--- config.mk ---
export PLATFORM = sky130hd
export DESIGN_NAME = adder_seq_arb
export DESIGN_NICKNAME = d
export VERILOG_FILES = /design/src/rtl/adder_seq_arb.sv
export SDC_FILE = /design/constraint.sdc
export NUM_CORES = 1
export LEC_CHECK = 0
export ABC_AREA = 0
export BUFFER_PORTS_ARGS = -buffer_cell sky130_fd_sc_hd__buf_2
export CORE_MARGIN = 3
export CORE_UTILIZATION = 55
export CTS_BUF_LIST = sky130_fd_sc_hd__clkbuf_8 sky130_fd_sc_hd__clkbuf_16
export DETAILED_ROUTE_END_ITERATION = 7
export HOLD_SLACK_MARGIN = 0.08
export PLACE_DENSITY = 0.82
export SLEW_MARGIN = 20
export SYNTH_ARGS = -nofsm -noshare
export SYNTH_HDL_FRONTEND = slang
export SYNTH_SLANG_ARGS = --single-unit
--- constraint.sdc ---
create_clock -name clk -period 5.4 [get_ports clk]
set_input_delay 0.27 -clock clk [delete_from_list [all_inputs] [get_ports clk]]
set_output_delay 0.27 -clock clk [all_outputs]
set_load 0.01 [all_outputs]
--- src/rtl/adder_seq_arb.sv ---
`default_nettype none
// ============================================================================
// Module   : adder_seq_arb
// Purpose  : Round-robin shared controller for a 5-bit adder slice. Two
//            requesters (A, B) compete for the slice. The granted add is
//            W = 5*WORDS bits wide and is executed one 5-bit slice per cycle,
//            LSB slice first, with the inter-slice carry held in a flop.
// Revision : 1.0  initial release
// ----------------------------------------------------------------------------
// Parameters
//   WORDS    number of 5-bit slices per operand (1..16), W = 5*WORDS
// Ports
//   clk, rst_n           clock (rising edge), asynchronous active-low reset
//   req_a/a_i1/a_i2/a_cin   requester A request, operands, carry-in
//   req_b/b_i1/b_i2/b_cin   requester B request, operands, carry-in
//   gnt_a, gnt_b         one-cycle grant pulses (operands captured)
//   busy                 operation in progress (RUN or DONE)
//   done                 one-cycle pulse, sum/cout valid
//   owner                0 = result belongs to A, 1 = B
//   sum, cout            result and final carry, held until the next done
//   ovf                  signed overflow of the completed add (optional)
// Optional feature
//   ADDER_SEQ_OVF_EN     when defined, adds the ovf output port
// ============================================================================
module adder_seq_arb #(
    parameter int WORDS = 4
) (
    input  logic                 clk,
    input  logic                 rst_n,
    input  logic                 req_a,
    input  logic [5*WORDS-1:0]   a_i1,
    input  logic [5*WORDS-1:0]   a_i2,
    input  logic                 a_cin,
    input  logic                 req_b,
    input  logic [5*WORDS-1:0]   b_i1,
    input  logic [5*WORDS-1:0]   b_i2,
    input  logic                 b_cin,
    output logic                 gnt_a,
    output logic                 gnt_b,
    output logic                 busy,
    output logic                 done,
    output logic                 owner,
`ifdef ADDER_SEQ_OVF_EN
    output logic                 ovf,
`endif
    output logic [5*WORDS-1:0]   sum,
    output logic                 cout
);

    localparam int W     = 5 * WORDS;
    localparam int IDX_W = (WORDS > 1) ? $clog2(WORDS) : 1;
    localparam logic [IDX_W-1:0] LAST_IDX = IDX_W'(WORDS - 1);

    typedef enum logic [1:0] {
        S_IDLE = 2'd0,
        S_RUN  = 2'd1,
        S_DONE = 2'd2
    } state_t;

    state_t             state, state_d;
    logic [W-1:0]       op1, op1_d;
    logic [W-1:0]       op2, op2_d;
    logic               carry, carry_d;
    logic [W-1:0]       res, res_d;
    logic [IDX_W-1:0]   idx, idx_d;
    logic               last_served, last_served_d;   // 0 = A, 1 = B
    logic               owner_d, gnt_a_d, gnt_b_d, done_d, cout_d;
    logic [W-1:0]       sum_d;
    logic               sel_b;
    logic [5:0]         slice_full;                   // {cout, sum[4:0]} of the slice
    logic [W-1:0]       res_next;                     // result with current slice inserted
`ifdef ADDER_SEQ_OVF_EN
    logic               ovf_d;
`endif

    // The single shared 5-bit slice and the partial result it produces.
    always_comb begin
        slice_full = {1'b0, op1[idx*5 +: 5]} + {1'b0, op2[idx*5 +: 5]} + {5'd0, carry};
        res_next   = res;
        res_next[idx*5 +: 5] = slice_full[4:0];
    end

    // Round robin: on a tie, serve the requester that was not served last.
    assign sel_b = req_b & (~req_a | ~last_served);

    always_comb begin
        state_d       = state;
        op1_d         = op1;
        op2_d         = op2;
        carry_d       = carry;
        res_d         = res;
        idx_d         = idx;
        last_served_d = last_served;
        owner_d       = owner;
        gnt_a_d       = 1'b0;
        gnt_b_d       = 1'b0;
        done_d        = 1'b0;
        sum_d         = sum;
        cout_d        = cout;
`ifdef ADDER_SEQ_OVF_EN
        ovf_d         = ovf;
`endif
        case (state)
            S_IDLE: begin
                if (req_a || req_b) begin
                    op1_d         = sel_b ? b_i1  : a_i1;
                    op2_d         = sel_b ? b_i2  : a_i2;
                    carry_d       = sel_b ? b_cin : a_cin;
                    gnt_a_d       = ~sel_b;
                    gnt_b_d       = sel_b;
                    last_served_d = sel_b;
                    owner_d       = sel_b;
                    res_d         = '0;
                    idx_d         = '0;
                    state_d       = S_RUN;
                end
            end
            S_RUN: begin
                res_d   = res_next;
                carry_d = slice_full[5];
                idx_d   = idx + 1'b1;
                if (idx == LAST_IDX) begin
                    // Only the completed result ever reaches sum/cout.
                    sum_d   = res_next;
                    cout_d  = slice_full[5];
                    done_d  = 1'b1;
`ifdef ADDER_SEQ_OVF_EN
                    ovf_d   = (op1[W-1] == op2[W-1]) && (res_next[W-1] != op1[W-1]);
`endif
                    state_d = S_DONE;
                end
            end
            S_DONE: begin
                state_d = S_IDLE;
            end
            default: begin
                state_d = S_IDLE;
            end
        endcase
    end

    always_ff @(posedge clk or negedge rst_n) begin
        if (!rst_n) begin
            state       <= S_IDLE;
            op1         <= '0;
            op2         <= '0;
            carry       <= 1'b0;
            res         <= '0;
            idx         <= '0;
            last_served <= 1'b1;     // A wins the first tie
            owner       <= 1'b0;
            gnt_a       <= 1'b0;
            gnt_b       <= 1'b0;
            busy        <= 1'b0;
            done        <= 1'b0;
            sum         <= '0;
            cout        <= 1'b0;
`ifdef ADDER_SEQ_OVF_EN
            ovf         <= 1'b0;
`endif
        end else begin
            state       <= state_d;
            op1         <= op1_d;
            op2         <= op2_d;
            carry       <= carry_d;
            res         <= res_d;
            idx         <= idx_d;
            last_served <= last_served_d;
            owner       <= owner_d;
            gnt_a       <= gnt_a_d;
            gnt_b       <= gnt_b_d;
            busy        <= (state_d != S_IDLE);
            done        <= done_d;
            sum         <= sum_d;
            cout        <= cout_d;
`ifdef ADDER_SEQ_OVF_EN
            ovf         <= ovf_d;
`endif
        end
    end

endmodule
`default_nettype wire

# == Word-level counts from Yosys, hierarchy flattened ==
# Cells that the tools add are included.
# classes
reduce_logical,7
shift,4
bitwise_logic,5
n_addsub,4
muxes,19
n_eq_ne,3
multipliers,1
# op_table
operator,count
20-bit two-way mux,3
20-bit one-hot mux with 2 select lines,1
20-bit by 6-bit variable part select with 5-bit output,2
5-bit negation with 34-bit output,1
"5-bit by 34-bit variable shift with 20-bit output, first input constant",1
5-bit by 34-bit variable part select with 20-bit output,1
20-bit bitwise mux,1
1-bit two-way mux,8
2-bit one-hot mux with 2 select lines,2
5-bit by 5-bit adder with 6-bit output,1
6-bit by 1-bit adder with 6-bit output,1
2-bit two-way mux,3
2-bit AND reduction,3
"2-bit by 3-bit multiplier with 5-bit output, second input constant",1
2-bit nonzero test,2
1-bit inverter,3
"2-bit by 1-bit adder with 2-bit output, second input constant",1
"2-bit by 1-bit equality test with 1-bit output, second input constant",1
"2-bit equality test, second input constant",1
2-bit zero test,1
"2-bit != test, second input constant",1
1-bit one-hot mux with 2 select lines,1
1-bit AND,1
1-bit logical OR,1
1-bit OR,1
# totals
input_bits,86
elab_cells,57
output_inout_bits,26
reg_bits,92

# == Logic depth before layout (Yosys ltp) ==
# Gate-level depths: netlist of run 1.
# depth
depth_word,7
mapped_depth,8
depth_no_buf,7

# == Least setup slack after synthesis of run 1 ==
# No wires, ideal clock.
# synth_path
path_type,register to register
startpoint,register idx[0]
endpoint,register res[14]
setup_ps,122
stages_incl_launch_ff,9
path_buffers,1
period_less_slack_ps,3299
t_arrival_ps,3178
slack_ps,2101
required_time_ps,5278
path_cell_list,dfrtp_1 buf_2 mux4_2 fa_1 fa_1 and3_1 or3_4 and2_4 a32o_1
# synth_via
elab_chain_cells,7
word_cells_on_any_way,10
cone_classes,add/sub: 3; mul: 1; shift: 4; mux: 2
# synth_rtl
item,line_no,text
start: declaration,65,"logic [IDX_W-1:0] idx, idx_d;"
start signal: assignment,167,idx <= idx_d;
2-bit by 3-bit multiplier with 5-bit output (*),"78, 80",
20-bit by 6-bit variable part select with 5-bit output,78,"slice_full = {1'b0, op1[idx*5 +: 5]} + {1'b0, op2[idx*5 +: 5]} + {5'd0, carry};"
5-bit by 5-bit adder with 6-bit output,78,
6-bit by 1-bit adder with 6-bit output,78,
5-bit by 34-bit variable part select with 20-bit output,80,res_next[idx*5 +: 5] = slice_full[4:0];
20-bit bitwise mux (*),80,
20-bit one-hot mux with 2 select lines (*),103,case (state)
end signal: assignment,166,res <= res_d;
end: declaration,64,"logic [W-1:0] res, res_d;"
# Every way passes the cells marked *; elsewhere a longest branch is shown, timed or not.
# A chain may end at the register's enable or synchronous reset.

# == Worst setup path after layout of run 1 ==
# layout_path
startpoint,register idx[0]
endpoint,register sum[14]
# layout_via
elab_chain_cells,6
word_cells_on_any_way,11
cone_classes,add/sub: 3; mul: 1; eq/ne: 1; shift: 4; mux: 1; reduce/logical: 1
# layout_rtl
item,line_no,text
2-bit by 3-bit multiplier with 5-bit output,"78, 80",
20-bit by 6-bit variable part select with 5-bit output,78,
5-bit by 5-bit adder with 6-bit output,78,
6-bit by 1-bit adder with 6-bit output,78,
5-bit by 34-bit variable part select with 20-bit output,80,
20-bit bitwise mux,80,
end signal: assignment,174,sum <= sum_d;
end: declaration,46,"output logic [5*WORDS-1:0] sum,"
# Several ways; a longest one is shown, not always the timed one.

==> results of run 1 <==
cell usage after synthesis (2+ instances only):
library cell	n	area (um2)
buf_2	9	45.0
a21oi_1	5	25.0
nor4_4	2	42.5
ha_1	10	125
a32o_1	12	120
nand2_1	75	282
clkbuf_1	7	26.3
fa_1	2	40.0
and2_4	2	17.5
a21o_1	3	22.5
inv_1	6	22.5
o21bai_1	2	15.0
a32oi_1	8	70.1
a221oi_1	9	78.8
buf_1	2	7.51
a211oi_1	2	15.0
nor2_1	21	78.8
dfrtp_1	91	2280
inv_2	2	7.51
a22oi_1	20	150
o21ai_0	40	200
and2_1	3	18.8
buf_4	4	30.0
a22o_1	8	70.1
mux2i_1	23	230
mux4_2	10	225
layout make-up:
| class | instances | area, um2 |
|---|---|---|
| clock buffers | 9 | 124 |
| clock inverters | 7 | 85.1 |
| fillers | 623 | 2530 |
| inverters | 8 | 30.0 |
| multi-input cells | 272 | 1980 |
| flip-flops and latches | 92 | 2300 |
| well taps | 102 | 128 |
| repair buffers | 114 | 583 |
what timing repair did:
action / CTS / global route
endpoints found under the hold margin: 36 / 0
setup buffers: 0 / 0
hold buffers: 1 / 0
worst max-delay path, stage by stage, from the launching register on:
cell,delay (ns)
dfrtp_1,0.95
mux4_2,0.62
fa_1,0.45
fa_1,0.41
and3_1,0.21
o21ai_0,0.57
a32oi_1,0.23
o21ai_0,0.22
cells in the final DEF (no fill, tap or decap), types with 9 or more instances in the layout:
cell	count
nand2_1	75
o21ai_0	40
clkbuf_8	9
nor2_1	21
a22oi_1	20
mux4_2	10
ha_1	10
buf_2	110
a221oi_1	9
a32o_1	12
dfrtp_1	91
mux2i_1	23
inv_1	9
sequential cells by signal, indices dropped and copies added (netlist names), 2 cells and up:
| name | cells |
|---|---|
| op1 | 20 |
| op2 | 20 |
| res | 20 |
| sum | 20 |
| idx | 2 |
| state | 2 |
cells by family after synthesis:
group | share of synthesized area (%)
adders and majority gates | 3.75
buffers and inverters | 3.15
DFF | 52.3
AOI/OAI and AO/OA | 18.0
xor gates and xnor gates | 0.199
muxes | 10.3
and+or+nand+nor | 12.2
per-stage QoR:
| stage | area (um2) | worst slack (ns) | hold slack [ns] | total power [mW] |
|---|---|---|---|---|
| after floorplan | 4400 | 2.10 | -0.0256 | 2.44 |
| after global placement | 5020 | 1.86 | 0.242 | 2.88 |
| after detailed placement | 5020 | 1.74 | 0.248 | 2.98 |
| after CTS | 5240 | 1.64 | 0.113 | 3.51 |
| after global routing | 5240 | 1.44 | 0.125 | 3.77 |
| final | 5240 | 1.63 | 0.123 | 3.51 |
power by group:
part           internal (mW)  switching, mW
sequential             0.997          0.222
combinational          0.692           1.11
clock                  0.256          0.238
routing by layer:
metal | vias up | wire, um | global-route usage, %
li1 | 1650 | - | -
met1 | 1712 | 4300 | 32.4
met2 | 158 | 5010 | 39.1
met3 | 20 | 750 | 4.74
met4 | 0 | 252 | 11.0
met5 | - | 0 | 0
path summary, 6_finish.rpt:
kind / start / to / cells after the start
hold reg to reg: op1[18] / op1[18] / 2
setup / recovery: idx[0] / sum[14] / 7
max in group asynchronous: rst_n / op2[16] / 3
setup reg to reg: idx[0] / sum[14] / 7
hold / removal: a_i1[14] / op1[14] / 3
min in group asynchronous: rst_n / res[11] / 2
==> results.txt, run 1 <==
The flow ran to the end, and the final reports show no timing, DRC or antenna violations. The remaining max-slew budget at the tightest pin is between 20% and 30%. The startpoint-to-endpoint class of the critical path is reg2reg. Derived from the worst setup path, the maximum achievable clock frequency is 265 MHz. The mean cell area of the mapped netlist is ~11 um2. The path class of the tightest hold or removal check is in2reg. The total number of H-tree levels is 3.

The arrival time reported for the critical path endpoint came out at a little over 4 ns. The measured slew at the worst slew-check pin is about 1.1 ns. The total number of placement rows came out at 32. Clock latency on the worst-skew pair, taken at its later pin, is roughly 0.37 ns. After synthesis, flip-flops and latches occupy a little over half of the total area.

The number of flip-flops and latches in the synthesized netlist came out at 92. The number of cells after detailed placement is just under 600. The total via count after detailed routing came out at between 3,000 and 4,000. The post-layout net count came out at 595. The max-slew violation count is 0. The number of top-level design ports is 112. In this run, synthesis inferred 0 flip-flops with an integrated enable. The clock-pin slew of the registers on the worst-case setup and hold paths is roughly 0.090 ns. At the end of the flow the core is filled with cells to around two thirds. The count of input and output buffers is ~110. The gate count of the mapped netlist is ~400. For this run, the leading register cell type out of synthesis is dfrtp_1.

The routed length per instance is about 17 um. After floorplanning, the core was sized to cover 7770 um2. For this run, design rule violations remaining after detail routing come to 0. The total of max-cap violations is 0. The violation count after the first detailed-route iteration is roughly 130. The count of endpoints failing setup in the final report is 0. The area growth from synthesis to layout is 18.9%.

The fraction of layout cells with a size suffix above 1 came out at 30.1%. The number of gates given a new drive strength after cts is 0. At the end of routability-driven placement, the weighted congestion stood at approximately 0.85. The number of vias per cell is between 5 and 6. The clock period minus worst slack came out at between 3 and 4 ns. Of the available clock period, the critical path in the final layout requires between 60% and 70%.

The number of hold-slack violations in the final timing report is 0. The final worst clock skew is 0.0111 ns. The via count of the first global-routing pass came out at between 3,000 and 4,000. The sum of negative setup slack came out at 0 ns.

The count of clock tree sinks came out at 92. The starting density of the core is between 50% and 60%. The total standard cell area after synthesis came out at between 4000 and 5000 um2. The power density over the cells is 670 nW/um2. The data required time of the worst path is roughly 5.7 ns.

Setup repair after global routing left no endpoint under its margin. The overall track demand over capacity in global routing came out at between 20% and 30%. The count of non-filler cells in the finished layout is 604.

Entering global routing, the biggest net connects 57 pins. Buffers inserted during clock tree synthesis total 9. The number of buffers on the longest clock path is 2. The first detailed-routing pass ran for 4 iterations. The Yosys warning count came out at 0. The endpoint class of the critical path is a flip-flop. The share of async-settable or async-resettable flops after synthesis is 100%. The floorplan step set the die height to ~95 um. The count of distinct cell types in the synthesized netlist came out at 42. When the netlist entered floorplanning its net count stood at between 400 and 500. The worst register-to-register path has a setup slack of 1.63 ns. The final routed wirelength across all metal layers came out at 10.3 mm. The count of inserted antenna diode cells is 0. TritonCTS built the clock tree. The worst setup path is launched from a flip-flop.

The first global-routing pass estimated between 15 and 20 mm of wire. The half-perimeter wire length after detailed placement is just over 7 mm. The detail route stage leaves a number of antenna-violating nets equal to 0. Clock tree synthesis selected as its root buffer the cell clkbuf_8. The maximum resistive drop on vdd is approximately 380 uV. The static leakage power came out at 2.59 nW. In this run the worst path has a maximum fanout of 16. The overall die area is between 9000 and 10,000 um2. The initial antenna violation count is 0.

Summed over all layers, the global routing overflow is 0. The die is roughly 95 um wide.
Power figures use the tool's default switching activity.
==> run 2: changes to the inputs <==
CORE_UTILIZATION = 53   (was 55)
PLACE_DENSITY = 0.8   (was 0.82)
clock period = 3.5 ns   (was 5.4 ns; I/O delays follow)
==> results.txt, run 2 (synthesis gave the netlist of run 1 again) <==
The flow ran to the end, and the final reports show no timing, DRC or antenna violations. The height of the die is a little under 100 um. The first global-routing pass estimated about 19 mm of wire. The internal power contribution is 3.15 mW.

No sink is reached through more buffers than the 2 on the longest clock path. The worst hold slack is ~0.098 ns. During placement, the flow inserted port buffers numbering around 110.

STA classifies the critical path startpoint as a flip-flop. Detailed placement finished with a half-perimeter wire length of 7.56 mm. The final routed wirelength across all metal layers came out at roughly 11 mm. The remaining antenna violation count after routing came out at 0. Based on the critical path, the design can be clocked at up to ~320 MHz. Across the routed clock network, the largest skew measured is 0.00643 ns. Once the clock tree was built, the resizer swapped 0 gates to a different size. The core region is slightly below 8000 um2. Leaving out fill and tap cells, the most frequent cells in the layout are buf_2 (110), dfrtp_1 (91), nand2_1 (75).

The total via count after detailed routing came out at 3,746. The hold buffer count at CTS came out at 35. The maximum number of pins on one net before global-route repair came out at 93. The floorplan has 32 rows. The overall track demand over capacity in global routing is around 25%. After detailed routing, the number of remaining DRC violations is 0. The number of clock buffers inserted by TritonCTS is 9. The count of inserted antenna diode cells is 0. The power density over the cells came out at slightly below 1000 nW/um2. The critical path goes through mux4_2, fa_1, fa_1, and3_1, o21ai_0, and2_4, a32o_1.

After clock tree synthesis, the clock-pin slew on the worst setup and hold paths is approximately 0.09 ns. For this design the top-level I/O count stands at approximately 110. The switching power total is between 2 and 2.5 mW.

In the final design database the tool counted approximately 640 nets. The total number of H-tree levels came out at 3. The layout overhead on the synthesized area is 27.9%.

The initial antenna violation count was 0. The max-slew violation count was 0. The leading cell type in the layout, fill and taps excluded is buf_2. The buffers inserted during post-CTS setup optimization came out at 0. The data required time of the worst path is ~3.8 ns.

The later pin in the worst-skew pair is clocked with a latency of ~0.36 ns. The die covers 9440 um2. The count of endpoints failing setup in the final report came out at 0. Setup repair after global routing left no endpoint under its margin. The violation count after the first detailed-route iteration came out at approximately 250. The measured slew at the worst slew-check pin is approximately 0.94 ns. The largest stage delay on the critical path came out at 0.55 ns. The post-route clock period utilization came out at about nine tenths. Max-cap violations in this run came to 0.

The analysis attributes to cell leakage a power of between 2 and 3 nW. The proportion of power drawn by the clock network is between 10% and 20%. The fraction of power consumed by sequential logic is 33.1%. The width of the chip is approximately 100 um. The CTS tree is built. The arrival time reported for the critical path endpoint is 3.45 ns.

The number of hold-slack violations in the final timing report was 0. Net switching is a little over two fifths of the power. The via count of the first global-routing pass is 3,864. For this configuration, the core starts out at a cell density of between 50% and 60%. The sum of negative setup slack came out at 0 ns.

The first TritonRoute pass finished after 4 iterations. The worst hold path belongs to the class in2reg. After detailed routing, the average wire length per cell comes to ~17 um. Summed over all layers, the global routing overflow is 0. The fraction of layout cells with a size suffix above 1 is a little under 30%. The root cell of the clock tree is clkbuf_8. The number of vias per cell came out at a little under 6. The proportion of power drawn by combinational gates came out at 52.8%. The count of clock tree sinks is between 90 and 100.

The cell that appears most often on the critical path is fa_1. The maximum resistive drop on vdd came out at between 500 and 600 uV. STA classifies the critical path endpoint as a flip-flop. The startpoint-to-endpoint class of the critical path is reg2reg. The final RePlAce weighted congestion is 0.853. In this run the tightest slew margin relative to its limit is a little over a third. The cell with the largest stage delay on the worst path is mux4_2.

The clock period minus worst slack came out at 3.15 ns. Along the worst path, the maximum fanout reaches 5.
[run 2: cell count changes in the layout (fill, tap and decap cells not counted)]
cell and change:
clkinv_2 +2, buf_6 +1, clkbuf_8 +1, dlygate4sd3_1 +34, inv_1 -2, clkinv_4 -1, buf_4 +5
[run 2: final timing paths]
kind,to,cells past startpoint,from,slack (ns)
setup / recovery,res[9],7,idx[0],0.35
hold / removal,op2[8],3,a_i2[8],0.1
setup reg to reg,res[9],7,idx[0],0.35
hold reg to reg,op1[5],2,op1[5],0.48
max in group asynchronous,sum[17],2,rst_n,2.48
min in group asynchronous,sum[15],2,rst_n,0.43
[run 2: area by class of cell]
class	instances	area (um2)
Clock buffer	10	138
Clock inverter	6	78.8
Fill cell	541	2250
Inverter	8	30.0
Multi-Input combinational cell	272	1980
Sequential cell	92	2300
Tap cell	102	128
Timing Repair Buffer	154	972
[run 2: through the flow]
stage / instances / setup WS [ns] / area, um2 / utilization (%) / power [mW]
floorplan: 394 / 0.201 / 4400 / - / 3.77
global placement: 593 / 0.546 / 5060 / 64.2 / 4.51
detailed placement: 593 / 0.427 / 5060 / 64.2 / 4.66
CTS: 644 / 0.381 / 5630 / 71.4 / 5.54
global route: 644 / 0.247 / 5630 / 71.4 / 5.97
finish: 644 / 0.353 / 5630 / 71.4 / 5.56
[run 2: power groups by stage]
stage                     combinational [mW]  sequential [mW]  clock, mW
after floorplan                         1.95             1.82          0
after global placement                  2.69             1.82          0
after detailed placement                2.81             1.85          0
after CTS                               2.91             1.84      0.797
after global routing                    3.23             1.89      0.844
final                                   2.94             1.84      0.787
[run 2: routing by layer]
layer	GRT usage [%]	wire length (um)
met1	31.5	4690
met2	40.9	5460
met3	4.45	671
met4	10.5	262
met5	0	0
[run 2: worst max-delay path: cells and delay by family (launching register included)]
| kind | cells | cell delay [ns] |
|---|---|---|
| simple gates | 2 | 0.50 |
| fa+ha+maj | 2 | 0.88 |
| mux | 1 | 0.55 |
| compound gates | 2 | 0.69 |
| flops | 1 | 0.47 |
==> run 3: changes to the inputs <==
REMOVE_ABC_BUFFERS = 1   (was unset)
==> results.txt, run 3 (synthesis gave the netlist of run 1 again) <==
The core region is 7890 um2. The DRC violation count after routing is 0. The total of max-cap violations is 0.

For this run, the total global-route usage over all layers was measured as a little under a quarter. The max-slew violation count came out at 0. Leaving out fill and tap cells, the most frequent cells in the layout are buf_2 (110), dfrtp_1 (91), nand2_1 (75).

The arrival time reported for the critical path endpoint came out at approximately 3.3 ns. Summed over all nets, the switching power comes to approximately 2.4 mW. The count of inserted antenna diode cells came out at 0. Counting stages on the worst path, the most repeated cell is fa_1. The height of the die is about 97 um. Cell internal power was estimated by the tool at a little over 3 mW. The post-route core utilization came out at a little under three quarters. The starting density of the core is a little under three fifths. The measured slew at the worst slew-check pin is around 0.96 ns. The tree is rooted in a clkbuf_8. The worst hold path belongs to the class in2reg. The number of buffers on the longest clock path came out at 2.

The critical path buffer and inverter count came out at 0. Traced cell by cell, the critical path runs through mux4_2, fa_1, fa_1, and3_1, o21ai_0, and2_4, a32o_1. 112 I/O pins were placed. The endpoint class of the critical path is a flip-flop. The remaining max-slew budget at the tightest pin is a little over a third.

The remaining antenna violation count after routing is 0. The clock-pin slew of the registers on the worst-case setup and hold paths is approximately 0.09 ns. At the worst endpoint, the required time is 3.79 ns.

The final critical-path setup slack came out at slightly below 0.5 ns. The count of input and output buffers is around 110. The worst hold path was traced through 3 stages.

The highest clock rate is ~330 MHz. The overall die area came out at roughly 9400 um2. The post-layout net count came out at ~630. The maximum number of pins on one net before global-route repair is 93.

The count of clock tree sinks is 92. Post-CTS repair changed the size of 0 cells. Setup violations remaining at the end of the flow were counted as 0. Wires add up to 10.5 mm. Setup repair after global routing left no endpoint under its margin. The number of clock buffers inserted by TritonCTS is 9. Net switching is 43.6% of the power. Summed over all layers, the global routing overflow is 0. Sequential cells account for about a third of the total power. The maximum resistive drop on vdd is around 600 uV. The static leakage power is about 2.7 nW. The number of vias per cell is between 5 and 6. For this design the ratio of total power to cell area is just under 1000 nW/um2.

Counting buffers and inverters, the worst setup path is 7 cells deep. The power after layout is about 5.4 mW. The proportion of power drawn by the clock network came out at between 10% and 20%. The flow ran to the end, and the final reports show no timing, DRC or antenna violations. The initial antenna violation count is 0.

The violation count after the first detailed-route iteration is roughly 150. The floorplan has 32 rows. The via count of the first global-routing pass came out at 3,762. The largest stage delay on the critical path is between 0.5 and 0.6 ns.

The family with the most delay on the worst path is adder cells. The CTS tree is built. The global-route wire length before repair came out at roughly 18 mm. The setup path with the least slack is of type reg2reg.

From left edge to right edge, the die measures roughly 100 um. The fraction of layout cells with a size suffix above 1 came out at 29.4%. The minimum setup slack after placement is 0.524 ns. The worst path uses between 80% and 90% of the clock period. The HPWL after detailed placement is slightly below 7 mm. The number of cells on the worst reg-to-reg path is 7. The iteration count of the initial detailed-routing pass is 5. The clock period minus worst slack came out at ~3 ns. The number of hold-slack violations in the final timing report came out at 0. On the critical path, the stage with the largest delay is an instance of mux4_2. The later-pin clock latency in the skew report came out at between 0.3 and 0.4 ns. The routed length per instance is about 16 um. The total number of H-tree levels is 3. The largest driver fanout on the critical path came out at 5.

At the end of routability-driven placement, the weighted congestion stood at 0.900. The layout overhead on the synthesized area came out at 27.3%. The proportion of power drawn by combinational gates is approximately 53%. STA classifies the critical path startpoint as a flip-flop. The leading cell type in the layout, fill and taps excluded is buf_2. The total via count after detailed routing is 3,639.

The final worst clock skew came out at between 0.01 and 0.015 ns.
[run 3: worst paths after layout]
path / start / to / slack (ns)
hold reg to reg: op1[10] / op1[10] / 0.48
max in group asynchronous: rst_n / res[3] / 2.50
hold / removal: a_i2[17] / op2[17] / 0.09
setup reg to reg: idx[0] / res[4] / 0.49
min in group asynchronous: rst_n / sum[18] / 0.45
setup / recovery: idx[0] / res[4] / 0.49
[run 3: stage by stage]
stage | hold WS [ns] | cells | area (um2) | setup TNS [ns]
detailed placement | 0.400 | 592 | 5060 | 0
global placement | 0.401 | 592 | 5060 | 0
CTS | 0.0860 | 642 | 5600 | 0
global route | 0.0964 | 642 | 5610 | 0
finish | 0.0916 | 642 | 5610 | 0
floorplan | -0.121 | 372 | 4300 | -19.00
[run 3: layout make-up]
type / instances / area (um2)
flip-flops and latches: 92 / 2300
fillers: 549 / 2280
multi-input cells: 272 / 1980
repair buffers: 152 / 955
clock buffers: 10 / 138
well taps: 102 / 128
clock inverters: 6 / 70.1
inverters: 8 / 30.0
[run 3: metal layers]
| metal | wire length (um) | vias up | GRT usage [%] |
|---|---|---|---|
| met1 | 4270 | 1746 | 28.6 |
| met4 | 170 | 0 | 6.48 |
| met5 | 0 | - | 0 |
| li1 | - | 1725 | - |
| met3 | 674 | 17 | 6.39 |
| met2 | 5400 | 151 | 40.0 |
[run 3: power groups by stage]
stage,Sequential (mW),Clock [mW],Combinational (mW)
after CTS,1.81,0.758,2.87
after global placement,1.81,0,2.68
after global routing,1.87,0.807,3.21
final,1.82,0.746,2.89
after detailed placement,1.83,0,2.77
after floorplan,1.86,0,1.87
[run 3: worst reg2reg max path, delay by kind of cell, from the launching register on]
family | cells | cell delay, ns
and+or+nand+nor | 2 | 0.49
muxes | 1 | 0.53
adders and majority gates | 2 | 0.87
DFF | 1 | 0.43
AOI/OAI and AO/OA | 2 | 0.63
[run 3: timing repair]
item / in CTS / in global routing
setup endpoints to repair: 0 / 0
hold buffers: 34 / 0
setup buffers: 0 / 0
endpoints found under the hold margin: 48 / 0
